===== config.mk =====
export PLATFORM = sky130hd
export DESIGN_NAME = pool_addr_gen
export DESIGN_NICKNAME = d
export VERILOG_FILES = /design/src/rtl/pool_pkg.sv /design/src/rtl/pool_win_counter.sv /design/src/rtl/pool_addr_gen.sv
export SDC_FILE = /design/constraint.sdc
export NUM_CORES = 1
export LEC_CHECK = 0
export ABC_AREA = 1
export BUFFER_PORTS_ARGS = -buffer_cell sky130_fd_sc_hd__buf_2
export CAP_MARGIN = 20
export CORE_MARGIN = 4
export CORE_UTILIZATION = 29
export CTS_CLUSTER_DIAMETER = 50
export CTS_CLUSTER_SIZE = 20
export DETAILED_ROUTE_END_ITERATION = 10
export MAX_ROUTING_LAYER = met4
export PLACE_DENSITY = 0.56
export SYNTH_ARGS = -nofsm -noshare
export SYNTH_HDL_FRONTEND = slang
export SYNTH_HIERARCHICAL = 1
export SYNTH_SLANG_ARGS = --single-unit

===== constraint.sdc =====
create_clock -name clk -period 3.87 [get_ports clk]
set_input_delay 0.1935 -clock clk [delete_from_list [all_inputs] [get_ports clk]]
set_output_delay 0.1935 -clock clk [all_outputs]
set_load 0.005 [all_outputs]

===== src/rtl/pool_pkg.sv =====
// Shared types and constants for the pooling address generator.
// Holds the FSM state enum, the latched job config and lane indices.
package pool_pkg;

  localparam int POOL_ADDR_W  = 5;
  localparam int POOL_MAX_DIM = 5;
  localparam int POOL_DIM_W   = $clog2(POOL_MAX_DIM + 1);

  localparam logic [1:0] TL = 2'd0;
  localparam logic [1:0] TR = 2'd1;
  localparam logic [1:0] BL = 2'd2;
  localparam logic [1:0] BR = 2'd3;

  typedef enum logic [1:0] {
    ST_IDLE,
    ST_RUN,
    ST_DONE
  } pool_state_e;

  typedef struct packed {
    logic [POOL_DIM_W-1:0]  dim;
    logic [POOL_ADDR_W-1:0] base;
    logic                   stride1;
    logic                   mode;
  } pool_cfg_t;

endpackage


===== src/rtl/pool_win_counter.sv =====
// Window origin counters: row r, column c and row offset r*N.
// Ports: clr restarts at (0,0); adv steps one window; last_o flags final.
module pool_win_counter #(
  parameter int ADDR_W = 5,
  parameter int DIM_W  = 3
) (
  input  logic              clk,
  input  logic              nrst,
  input  logic              clr,
  input  logic              adv,
  input  logic [DIM_W-1:0]  dim_i,
  input  logic              stride1_i,
  output logic [DIM_W-1:0]  r_o,
  output logic [DIM_W-1:0]  c_o,
  output logic [ADDR_W-1:0] rb_o,
  output logic              last_o
);

  logic [DIM_W-1:0]  r_q, r_d;
  logic [DIM_W-1:0]  c_q, c_d;
  logic [ADDR_W-1:0] rb_q, rb_d;

  logic [DIM_W:0]    step;
  logic [DIM_W:0]    lim;
  logic [DIM_W:0]    c_nx;
  logic [DIM_W:0]    r_nx;
  logic              c_wrap;
  logic              r_end;
  logic [ADDR_W-1:0] n_a;
  logic [ADDR_W-1:0] rb_step;

  always_comb begin
    // stride 1 stops origins at N-2, stride 2 at the last even < N
    step    = stride1_i ? (DIM_W+1)'(1) : (DIM_W+1)'(2);
    lim     = stride1_i ? {1'b0, dim_i} - (DIM_W+1)'(1)
                        : {1'b0, dim_i};
    c_nx    = {1'b0, c_q} + step;
    r_nx    = {1'b0, r_q} + step;
    c_wrap  = c_nx >= lim;
    r_end   = r_nx >= lim;
    n_a     = ADDR_W'(dim_i);
    rb_step = stride1_i ? n_a : n_a + n_a;

    r_d  = r_q;
    c_d  = c_q;
    rb_d = rb_q;
    if (clr) begin
      r_d  = '0;
      c_d  = '0;
      rb_d = '0;
    end else if (adv) begin
      if (c_wrap) begin
        c_d  = '0;
        r_d  = r_nx[DIM_W-1:0];
        rb_d = rb_q + rb_step;
      end else begin
        c_d  = c_nx[DIM_W-1:0];
      end
    end
  end

  always_ff @(posedge clk or negedge nrst) begin
    if (!nrst) begin
      r_q  <= '0;
      c_q  <= '0;
      rb_q <= '0;
    end else begin
      r_q  <= r_d;
      c_q  <= c_d;
      rb_q <= rb_d;
    end
  end

  assign r_o    = r_q;
  assign c_o    = c_q;
  assign rb_o   = rb_q;
  assign last_o = c_wrap && r_end;

endmodule


===== src/rtl/pool_addr_gen.sv =====
// Pooling sequencer: one 2x2 window (4 addrs, pad mask, last) per handshake.
// Ports: start/dim/base/mode/stride1 job in; win_* out; busy/done/err status.
// Macro POOL_STRIDE1_EN enables stride 1; otherwise stride is fixed at 2.
module pool_addr_gen
  import pool_pkg::*;
#(
  parameter int ADDR_W  = POOL_ADDR_W,
  parameter int MAX_DIM = POOL_MAX_DIM,
  parameter int DIM_W   = $clog2(MAX_DIM + 1),
  parameter logic [ADDR_W-1:0] PAD_ADDR = '1
) (
  input  logic              clk,
  input  logic              nrst,
  input  logic              start,
  input  logic              mode_i,
  input  logic              stride1_i,
  input  logic [DIM_W-1:0]  dim_i,
  input  logic [ADDR_W-1:0] base_i,
  output logic              busy,
  output logic              win_vld,
  input  logic              win_rdy,
  output logic [ADDR_W-1:0] addr_o [4],
  output logic [3:0]        pad_o,
  output logic              mode_o,
  output logic              last_o,
  output logic              done,
  output logic              err
);

  pool_state_e state_q, state_d;
  pool_cfg_t   cfg_q, cfg_d;
  logic        err_q, err_d;
  logic        clr;
  logic        hs;
  logic        dim_ok;
  logic        last_w;

  logic [DIM_W-1:0]  dim_q;
  logic [DIM_W-1:0]  r;
  logic [DIM_W-1:0]  c;
  logic [ADDR_W-1:0] rb_off;
  logic [ADDR_W-1:0] rb;
  logic [ADDR_W-1:0] n_a;
  logic [ADDR_W-1:0] c_a;
  logic [ADDR_W-1:0] raw [4];
  logic [3:0]        pad;
  logic              c_end;
  logic              r_end;

`ifndef POOL_STRIDE1_EN
  logic unused_stride1;
  assign unused_stride1 = stride1_i;
`endif

  assign dim_ok  = (dim_i >= DIM_W'(2)) &&
                   (dim_i <= DIM_W'(MAX_DIM));
  assign win_vld = state_q == ST_RUN;
  assign hs      = win_vld && win_rdy;
  assign dim_q   = DIM_W'(cfg_q.dim);

  always_comb begin
    state_d = state_q;
    cfg_d   = cfg_q;
    err_d   = 1'b0;
    clr     = 1'b0;
    unique case (state_q)
      ST_IDLE: begin
        if (start) begin
          if (dim_ok) begin
            cfg_d.dim  = POOL_DIM_W'(dim_i);
            cfg_d.base = POOL_ADDR_W'(base_i);
            cfg_d.mode = mode_i;
`ifdef POOL_STRIDE1_EN
            cfg_d.stride1 = stride1_i;
`else
            cfg_d.stride1 = 1'b0;
`endif
            clr     = 1'b1;
            state_d = ST_RUN;
          end else begin
            err_d = 1'b1;
          end
        end
      end
      ST_RUN: begin
        if (hs && last_w) state_d = ST_DONE;
      end
      ST_DONE: state_d = ST_IDLE;
      default: state_d = ST_IDLE;
    endcase
  end

  always_ff @(posedge clk or negedge nrst) begin
    if (!nrst) begin
      state_q <= ST_IDLE;
      cfg_q   <= '0;
      err_q   <= 1'b0;
    end else begin
      state_q <= state_d;
      cfg_q   <= cfg_d;
      err_q   <= err_d;
    end
  end

  pool_win_counter #(
    .ADDR_W (ADDR_W),
    .DIM_W  (DIM_W)
  ) u_cnt (
    .clk       (clk),
    .nrst      (nrst),
    .clr       (clr),
    .adv       (hs),
    .dim_i     (dim_q),
    .stride1_i (cfg_q.stride1),
    .r_o       (r),
    .c_o       (c),
    .rb_o      (rb_off),
    .last_o    (last_w)
  );

  always_comb begin
    n_a   = ADDR_W'(dim_q);
    c_a   = ADDR_W'(c);
    rb    = ADDR_W'(cfg_q.base) + rb_off;
    c_end = ({1'b0, c} + (DIM_W+1)'(1)) >= {1'b0, dim_q};
    r_end = ({1'b0, r} + (DIM_W+1)'(1)) >= {1'b0, dim_q};

    raw[TL] = rb + c_a;
    raw[TR] = rb + c_a + ADDR_W'(1);
    raw[BL] = rb + n_a + c_a;
    raw[BR] = rb + n_a + c_a + ADDR_W'(1);

    pad     = '0;
    pad[TR] = c_end;
    pad[BL] = r_end;
    pad[BR] = c_end || r_end;

    // outputs read as zero outside RUN so idle matches reset
    for (int k = 0; k < 4; k++) begin
      addr_o[k] = '0;
      if (win_vld) addr_o[k] = pad[k] ? PAD_ADDR : raw[k];
    end
    pad_o  = win_vld ? pad : 4'b0000;
    last_o = win_vld && last_w;
  end

  assign busy   = state_q != ST_IDLE;
  assign done   = state_q == ST_DONE;
  assign err    = err_q;
  assign mode_o = cfg_q.mode;

endmodule


==> flow_summary.ini, run 1 <==
[timing]
tightest_slew_ns = 0.5451
tns_ns = 0
setup_violations = 0
slew_headroom = 0.6353
hold_viol = 0
rsz0062_at_grt = false
drv_slew = 0
min_period_ns = 3.492
fmax_mhz = 286.3
skew_ns = 0.001652
fin_crit_sh = 0.9024

[grt]
grt_max_degree = 24
grt_pass1_wl_um = 9673
antenna_found_initial = 0
grt_pass1_vias = 2138
grt.overflow.total = 0
grt_use_total = 0.1170

[routing]
drc_errors = 0
top_layer_used = met4
wl_met2_um = 2706
wl_met1_um = 2838
drtPass1Iterations = 4
drt-total-wl_um = 5832
wl_met3_um = 236
routed-via-count = 2348
vias_per_cell = 4.397
drtIter0Drc = 74
ant_nets = 0
routedWlPerCell_um = 10.92

[synth]
synth_seq_cells = 23
syn-instance-count = 375
yosysSeqAreaShare = 0.2183
synthTopCellsByArea = dfrtp_1 22%, ha_1 18%, nand2_1 12%
synth_area_per_cell_um2 = 7.030
synth_top_area_frac = 0.2183
ys_warn_count = 6
yosysTopAreaCell = dfrtp_1
synth.cell_area_mm2 = 0.002636
synthDistinctLibCells = 35

[final_layout]
area_delta_synth_final_pct = 15.33
final_common_cell = nand2_1
nets = 486
drive_gt1_frac = 0.1643
stdcell_area_mm2 = 0.003040
final_cells = 534
diodes = 0
final_cell_mix = 84 x nand2_1, 78 x inv_1, 41 x buf_2

[placed_design]
post-place-cells = 529
dpl.hpwl_um = 4940
port_buffers = 41
placed_area_mm2 = 0.002984
gp_routability_congestion = 0.8607

[critical_path]
arrival_ns = 3.30
cp-end-kind = output port
cpPeakStageDelay_ns = 0.52
cp_max_fo = 4
path_cells = ha_1 > xor2_1 > inv_1 > fa_1 > inv_1 > ha_1 > fa_1 > inv_1 > nor3_1 > nand3b_1 > a31oi_1 > buf_2
worst_ep_required_time_ns = 3.68
path_buf_inv = 4
cp-start-kind = flop
crit_slowest_cell = fa_1
cp_common_cell = inv_1
critPathTopFamily = adder cells
worstSetupPathType = flop to output port

[die]
top_level_ports = 44
dieArea_mm2 = 0.01068
initial_utilization = 0.3008
core_area_mm2 = 0.008763
die_h_um = 103.3
fp.dieW_um = 103.3
rows = 34

[clock_tree]
cts_buffers = 3
htreeDepth = 1
post_cts_resized = 0
clock-sinks = 23
cts_tree = yes
cts-root-buf = clkbuf_8
clockBufferDepth = 2
clock_latency_ns = 0.27
clkTransAtPathRegs_ns = 0.09

[flow_run]
maxCapViolations = 0

[status]
outcome = finished, final reports clean

[min_path]
min_path_type = input pin to flop
[kinds of logic after synthesis]
family	after synthesis	share of synthesized area
AO/OA/AOI/OAI	38	0.07926
XOR/XNOR	11	0.03654
adder cells (fa/ha/maj)	45	0.2364
buffers and inverters	88	0.1310
flip-flops	23	0.2183
other	1	0.001422
AND/OR/NAND/NOR	169	0.2971
[worst register-to-register path: cells and delay by family, from the launching register on]
| family | cells | cell delay, ns |
|---|---|---|
| compound gates | 1 | 0.13 |
| buf+inv | 5 | 0.38 |
| simple gates | 7 | 0.74 |
| flops | 1 | 0.48 |
| fa+ha+maj | 2 | 0.79 |
[cells in the mapped netlist]
cell,instances
a21o_1,1
a21oi_1,12
a21oi_2,1
a31oi_1,2
and2_1,1
buf_1,1
buf_2,3
buf_4,1
buf_6,1
clkinv_1,1
conb_1,1
dfrtp_1,23
fa_1,8
ha_1,37
inv_1,78
inv_2,3
nand2_1,84
nand2_2,10
nand2_4,2
nand3_1,21
nand3_2,4
nand3_4,1
nand3b_1,1
nand4_1,7
nor2_1,31
nor2_4,1
nor3_1,4
o21a_1,1
o21ai_0,15
o21ai_1,3
o21bai_1,3
or2_2,1
or2_4,1
xnor2_1,4
xor2_1,7
[final cells by class]
class	count	area, µm²
timing repair buffer	43	222.7
clock buffer	3	41.29
clock inverter	1	5.005
fill	941	5723
sequential	23	575.6
multi-input combinational	274	1753
tap	108	135.1
inverter	82	307.8
[registers in the layout, indices dropped and copies added, names as in the netlist]
signal      flops
u_cnt/c_o       3
err             1
u_cnt/rb_o      5
dim_q           3
cfg_q           5
u_cnt/r_o       3
state_q         2
mode_o          1
[per-layer routing]
layer,global-route usage,up-vias
li1,-,1260
met1,0.1524,1043
met2,0.1951,40
met3,0.01274,5
met4,0.02689,0
met5,-,-
[timing repair]
action,in CTS,in global routing
endpoints found under the hold margin,23,0
hold buffers,1,0
setup buffers,0,0
[final timing paths]
kind / cells past startpoint / from / slack, ns / endpoint
worst max register to register: 15 / u_cnt/c_o[1]$_DFFE_PN0P_ / 1.21 / state_q[0]$_DFFE_PN0P_
worst min register to register: 2 / mode_o$_DFFE_PN0P_ / 0.48 / mode_o$_DFFE_PN0P_
max in group asynchronous: 2 / nrst / 3.08 / u_cnt/c_o[0]$_DFFE_PN0P_
worst min-delay path: 3 / base_i[1] / 0.11 / cfg_q[3]$_DFFE_PN0P_
min in group asynchronous: 2 / nrst / 0.43 / state_q[1]$_DFFE_PN0P_
worst max-delay path: 12 / u_cnt/rb_o[1]$_DFFE_PN0P_ / 0.38 / addr_o[3]
[metrics by stage]
step / hold WS [ns] / util / setup slack, ns
final: 0.1147 / 0.3469 / 0.3777
after floorplan: -0.1021 / - / 0.9795
after CTS: 0.1086 / 0.3469 / 0.3293
after global routing: 0.1090 / 0.3469 / 0.1458
after detailed placement: 0.2135 / 0.3405 / 0.6386
after global placement: 0.2057 / 0.3405 / 0.6826
Power of run 1 is left out: the tool's default activity adds up to more than one toggle a clock period on the data nets, which glitch-free logic cannot reach.
==> run 2: changes to the inputs <==
CORE_UTILIZATION = 50   (was 29)
PLACE_DENSITY = 0.79   (was 0.56)
==> run 2 against run 1 <==
Hold slack improved by 0.0074 ns. Clock-buffer cell count unchanged. Register-to-register slack improved by 0.05 ns. Final area decreased by 1.6%. Maximum frequency about the same. Global-route usage increased by 8.0 points. Die area decreased by 39%. Via count increased by 3.7%. Flip-flop and latch count unchanged. Sequential share of layout area increased by 0.30 points. Clock skew increased by 0.0018 ns. First-iteration DRC count increased by 11%.
==> flow_summary.ini, run 2 (synthesis gave the netlist of run 1 again) <==
[grt]
grt_pass1_wl_um = 9956
grt_pass1_vias = 2295
grt.overflow.total = 0
grt_max_degree = 24
antenna_found_initial = 0
grt_use_total = 0.1972

[die]
top_level_ports = 44
fp.dieW_um = 80.61
core_area_mm2 = 0.005107
dieArea_mm2 = 0.006498
initial_utilization = 0.5162
die_h_um = 80.61
rows = 26

[final_layout]
diodes = 0
final_cells = 496
area_delta_synth_final_pct = 13.53
stdcell_area_mm2 = 0.002993
nets = 486
final_common_cell = nand2_1
drive_gt1_frac = 0.1643
nFillCells = 482
final_cell_mix = 84 x nand2_1, 78 x inv_1, 41 x buf_2

[critical_path]
r2r-start = u_cnt/c_o[1]$_DFFE_PN0P_
cp-start-kind = flop
worstSetupPathType = flop to output port
cp-end-kind = output port
cp_common_cell = inv_1
cp_max_fo = 4
arrival_ns = 3.30
startpoint = u_cnt/rb_o[1]$_DFFE_PN0P_
worst_ep_required_time_ns = 3.68
crit_slowest_cell = fa_1
path_cells = ha_1 > xor2_1 > inv_1 > fa_1 > inv_1 > ha_1 > fa_1 > inv_1 > nor3_1 > nand3b_1 > a31oi_1 > buf_2
cpPeakStageDelay_ns = 0.52

[clock_tree]
cts_buffers = 3
cts-root-buf = clkbuf_8
clkTransAtPathRegs_ns = 0.09
htreeDepth = 1
cts_tree = yes
clockBufferDepth = 2
clock_latency_ns = 0.27
clock-sinks = 23

[timing]
drv_slew = 0
tightest_slew_ns = 0.5837
skew_ns = 0.003492
setup_violations = 0
min_period_ns = 3.493
hold_viol = 0
tns_ns = 0
fmax_mhz = 286.3
rsz0062_at_grt = false
fin_crit_sh = 0.9026
slew_headroom = 0.6094

[placed_design]
post-place-cells = 491
dpl.hpwl_um = 4776
port_buffers = 41
gp_routability_congestion = 0.8501
placed_area_mm2 = 0.002937

[status]
outcome = finished, final reports clean

[flow_run]
maxCapViolations = 0

[min_path]
min_path_type = input pin to flop
worstHoldStart = base_i[2]

[routing]
routedWlPerCell_um = 11.86
drtIter0Drc = 82
drt-total-wl_um = 5881
drtPass1Iterations = 5
routed-via-count = 2435
drc_errors = 0
vias_per_cell = 4.909
ant_nets = 0
## run 2: metal layers
layer,vias up,global-route usage,wire length (µm)
met4,0,0.03547,18
met2,65,0.3609,2881
met1,1116,0.2389,2628
met5,-,-,0
met3,2,0.01570,352
li1,1252,-,-
## run 2: timing repair
action	CTS	global route
hold buffers	1	0
gates resized for setup	0	0
setup buffers	0	0
endpoints found under the hold margin	23	0
## run 2: metrics by stage
step                setup slack, ns  hold slack (ns)    util
detailed placement           0.6692           0.2071  0.5750
global route                 0.1317           0.1347  0.5860
global placement             0.7449           0.1943  0.5750
floorplan                    0.9795          -0.1021       -
finish                       0.3770           0.1222  0.5860
CTS                          0.3593           0.1176  0.5860
## run 2: worst max-delay path: cells and delay by family (launching register included)
kind,cells,cell delay [ns]
AO/OA/AOI/OAI,1,0.08
XOR/XNOR,1,0.20
adder cells (fa/ha/maj),4,1.60
buffers and inverters,4,0.36
flip-flops,1,0.45
AND/OR/NAND/NOR,2,0.34
## run 2: final cells by class
cell class,instances,area [µm²],area share
Sequential cell,23,575.6,0.1923
Inverter,82,307.8,0.1028
Clock buffer,3,41.29,0.01380
Timing Repair Buffer,43,222.7,0.07441
Multi-Input combinational cell,274,1753,0.5857
Tap cell,70,87.58,0.02926
Clock inverter,1,5.005,0.001672
## run 2: path summary, 6_finish.rpt
path | cells past startpoint | slack [ns] | end
worst min register to register | 2 | 0.48 | mode_o$_DFFE_PN0P_
worst max-delay path | 12 | 0.38 | addr_o[3]
min in group asynchronous | 2 | 0.43 | cfg_q[6]$_DFFE_PN0P_
max in group asynchronous | 2 | 3.07 | u_cnt/c_o[1]$_DFFE_PN0P_
worst min-delay path | 3 | 0.12 | cfg_q[4]$_DFFE_PN0P_
worst max register to register | 15 | 1.26 | state_q[0]$_DFFE_PN0P_
Power of run 2 is left out for the same reason.
==> run 3: changes to the inputs <==
ABC_AREA = default   (was 1)
==> run 3 against run 2 <==
Sequential share of layout area increased by 0.11 points. Final cell count shrank 14%. Hold slack got worse by 0.011 ns. Maximum frequency is 4.4% lower. Flip-flop and latch count unchanged. Wire length decreased by 1.2%. Area after synthesis decreased by 0.76%. Synthesized cell count is 18% lower. Non-clock buffer count up 2. Register-to-register slack lost 0.09 ns. First-iteration DRC count is 15% higher. Critical path type unchanged. Highest routed layer unchanged.
==> flow_summary.ini, run 3 <==
[routing]
routedWlPerCell_um = 13.67
routed-via-count = 2285
drtIter0Drc = 94
drtPass1Iterations = 4
drt-total-wl_um = 5810
vias_per_cell = 5.376
drc_errors = 0
ant_nets = 0

[timing]
setup_violations = 0
fin_ws_ns = 0.2158
fin_crit_sh = 0.9442
hold_viol = 0
tns_ns = 0
skew_ns = 0.003292
slew_headroom = 0.5498
rsz0062_at_grt = false
drv_slew = 0
min_period_ns = 3.654
tightest_slew_ns = 0.6682
fmax_mhz = 273.7

[placed_design]
dpl.hpwl_um = 4541
post-place-cells = 419
port_buffers = 41
placed_area_mm2 = 0.002887
pre_cts_slack_ns = 0.2594
gp_routability_congestion = 0.8855

[synth]
synthTopCellsByArea = dfrtp_1 22%, ha_1 18%, nand2_1 6.2%
synth_most_common_cell = nand2_1
synth_top_area_frac = 0.2200
yosysTopAreaCell = dfrtp_1
synthTopCellsByCount = 43 x nand2_1, 37 x ha_1, 30 x inv_1, 24 x a21oi_1, 23 x dfrtp_1
ys_warn_count = 6
synth_edf_count = 0
synthDistinctLibCells = 53
syn-instance-count = 309
synth_area_per_cell_um2 = 8.467
async_reset_ff_frac = 1.000
synthFlopType = dfrtp_1
yosysSeqAreaShare = 0.2200
synth_seq_cells = 23
synth.cell_area_mm2 = 0.002616

[clock_tree]
clkTransAtPathRegs_ns = 0.08
cts_buffers = 3
cts-root-buf = clkbuf_8
cts_tree = yes
htreeDepth = 1
clock-sinks = 23
clock_latency_ns = 0.27
clockBufferDepth = 2

[final_layout]
final_cell_mix = 43 x nand2_1, 41 x buf_2, 36 x ha_1
diodes = 0
final_common_cell = nand2_1
area_delta_synth_final_pct = 14.01
stdcell_area_mm2 = 0.002983
drive_gt1_frac = 0.1803
nets = 415
final_cells = 425

[die]
core_area_mm2 = 0.005075
die_h_um = 80.34
initial_utilization = 0.5155
top_level_ports = 44
rows = 26
dieArea_mm2 = 0.006454
fp.dieW_um = 80.34

[critical_path]
r2r-start = state_q[1]$_DFFE_PN0P_
cp-end-kind = output port
arrival_ns = 3.46
startpoint = u_cnt/rb_o[1]$_DFFE_PN0P_
cp-start-kind = flop
worstSetupPathType = flop to output port
worst_ep_required_time_ns = 3.68
cp_max_fo = 5

[status]
outcome = finished, final reports clean

[grt]
grt_pass1_wl_um = 9970
grt_max_degree = 24
antenna_found_initial = 0
grt_use_total = 0.1990
grt_pass1_vias = 2230
grt.overflow.total = 0

[min_path]
worstHoldStart = mode_i
min_path_type = input pin to flop

[flow_run]
maxCapViolations = 0
==> run 3: kinds of logic after synthesis <==
logic type	synth area share
xor+xnor	0.07269
compound gates	0.2056
buf+inv	0.06743
flops	0.2200
fa+ha+maj	0.2420
simple gates	0.1870
mux	0.003826
other cells	0.001433
==> run 3: final timing paths <==
path | end | cells past startpoint | slack (ns)
worst min register to register | cfg_q[4]$_DFFE_PN0P_ | 2 | 0.49
max in group asynchronous | u_cnt/rb_o[1]$_DFFE_PN0P_ | 2 | 3.06
worst min-delay path | mode_o$_DFFE_PN0P_ | 3 | 0.11
worst max register to register | u_cnt/rb_o[4]$_DFFE_PN0P_ | 7 | 1.17
worst max-delay path | addr_o[4] | 12 | 0.22
min in group asynchronous | state_q[1]$_DFFE_PN0P_ | 2 | 0.44
==> run 3: metal layers <==
metal | global-route usage | share of wire
met1 | 0.2470 | 0.45
met2 | 0.3419 | 0.49
met3 | 0.007848 | 0.036
met4 | 0.07939 | 0.023
met5 | - | 0
==> run 3: worst max-delay path, stage by stage, from the launching register on <==
cell and delay [ns]:
dfrtp_2 0.46, ha_4 0.26, a21oi_4 0.19, xnor2_1 0.16
fa_1 0.49, ha_1 0.32, a21o_1 0.20, or3_1 0.32
o2111ai_1 0.15, o21ai_4 0.10, and3_2 0.20, nor4_2 0.19
buf_2 0.15
==> run 3: what timing repair did <==
item                                    4_1_cts  5_1_grt
gates resized for setup                       1        6
buffers inserted                              0        1
endpoints found under the setup margin        1        2
gates cloned                                  0        0
hold buffers                                  1        0
hold endpoints to repair                     23        0
==> run 3: final cells by class <==
| cell class | count | area, µm² |
|---|---|---|
| clock inverters | 1 | 5.005 |
| inverters | 31 | 116.4 |
| well taps | 70 | 87.58 |
| repair buffers | 45 | 237.7 |
| multi-input cells | 252 | 1918 |
| clock buffers | 3 | 41.29 |
| fillers | 453 | 2092 |
| flip-flops and latches | 23 | 576.8 |
==> run 3: per-stage QoR <==
step | hold WS (ns) | utilization
after floorplan | -0.1021 | -
after global placement | 0.1975 | 0.5688
after detailed placement | 0.2001 | 0.5688
after CTS | 0.1057 | 0.5806
after global routing | 0.09920 | 0.5878
final | 0.1114 | 0.5878
Power of run 3 is left out for the same reason.
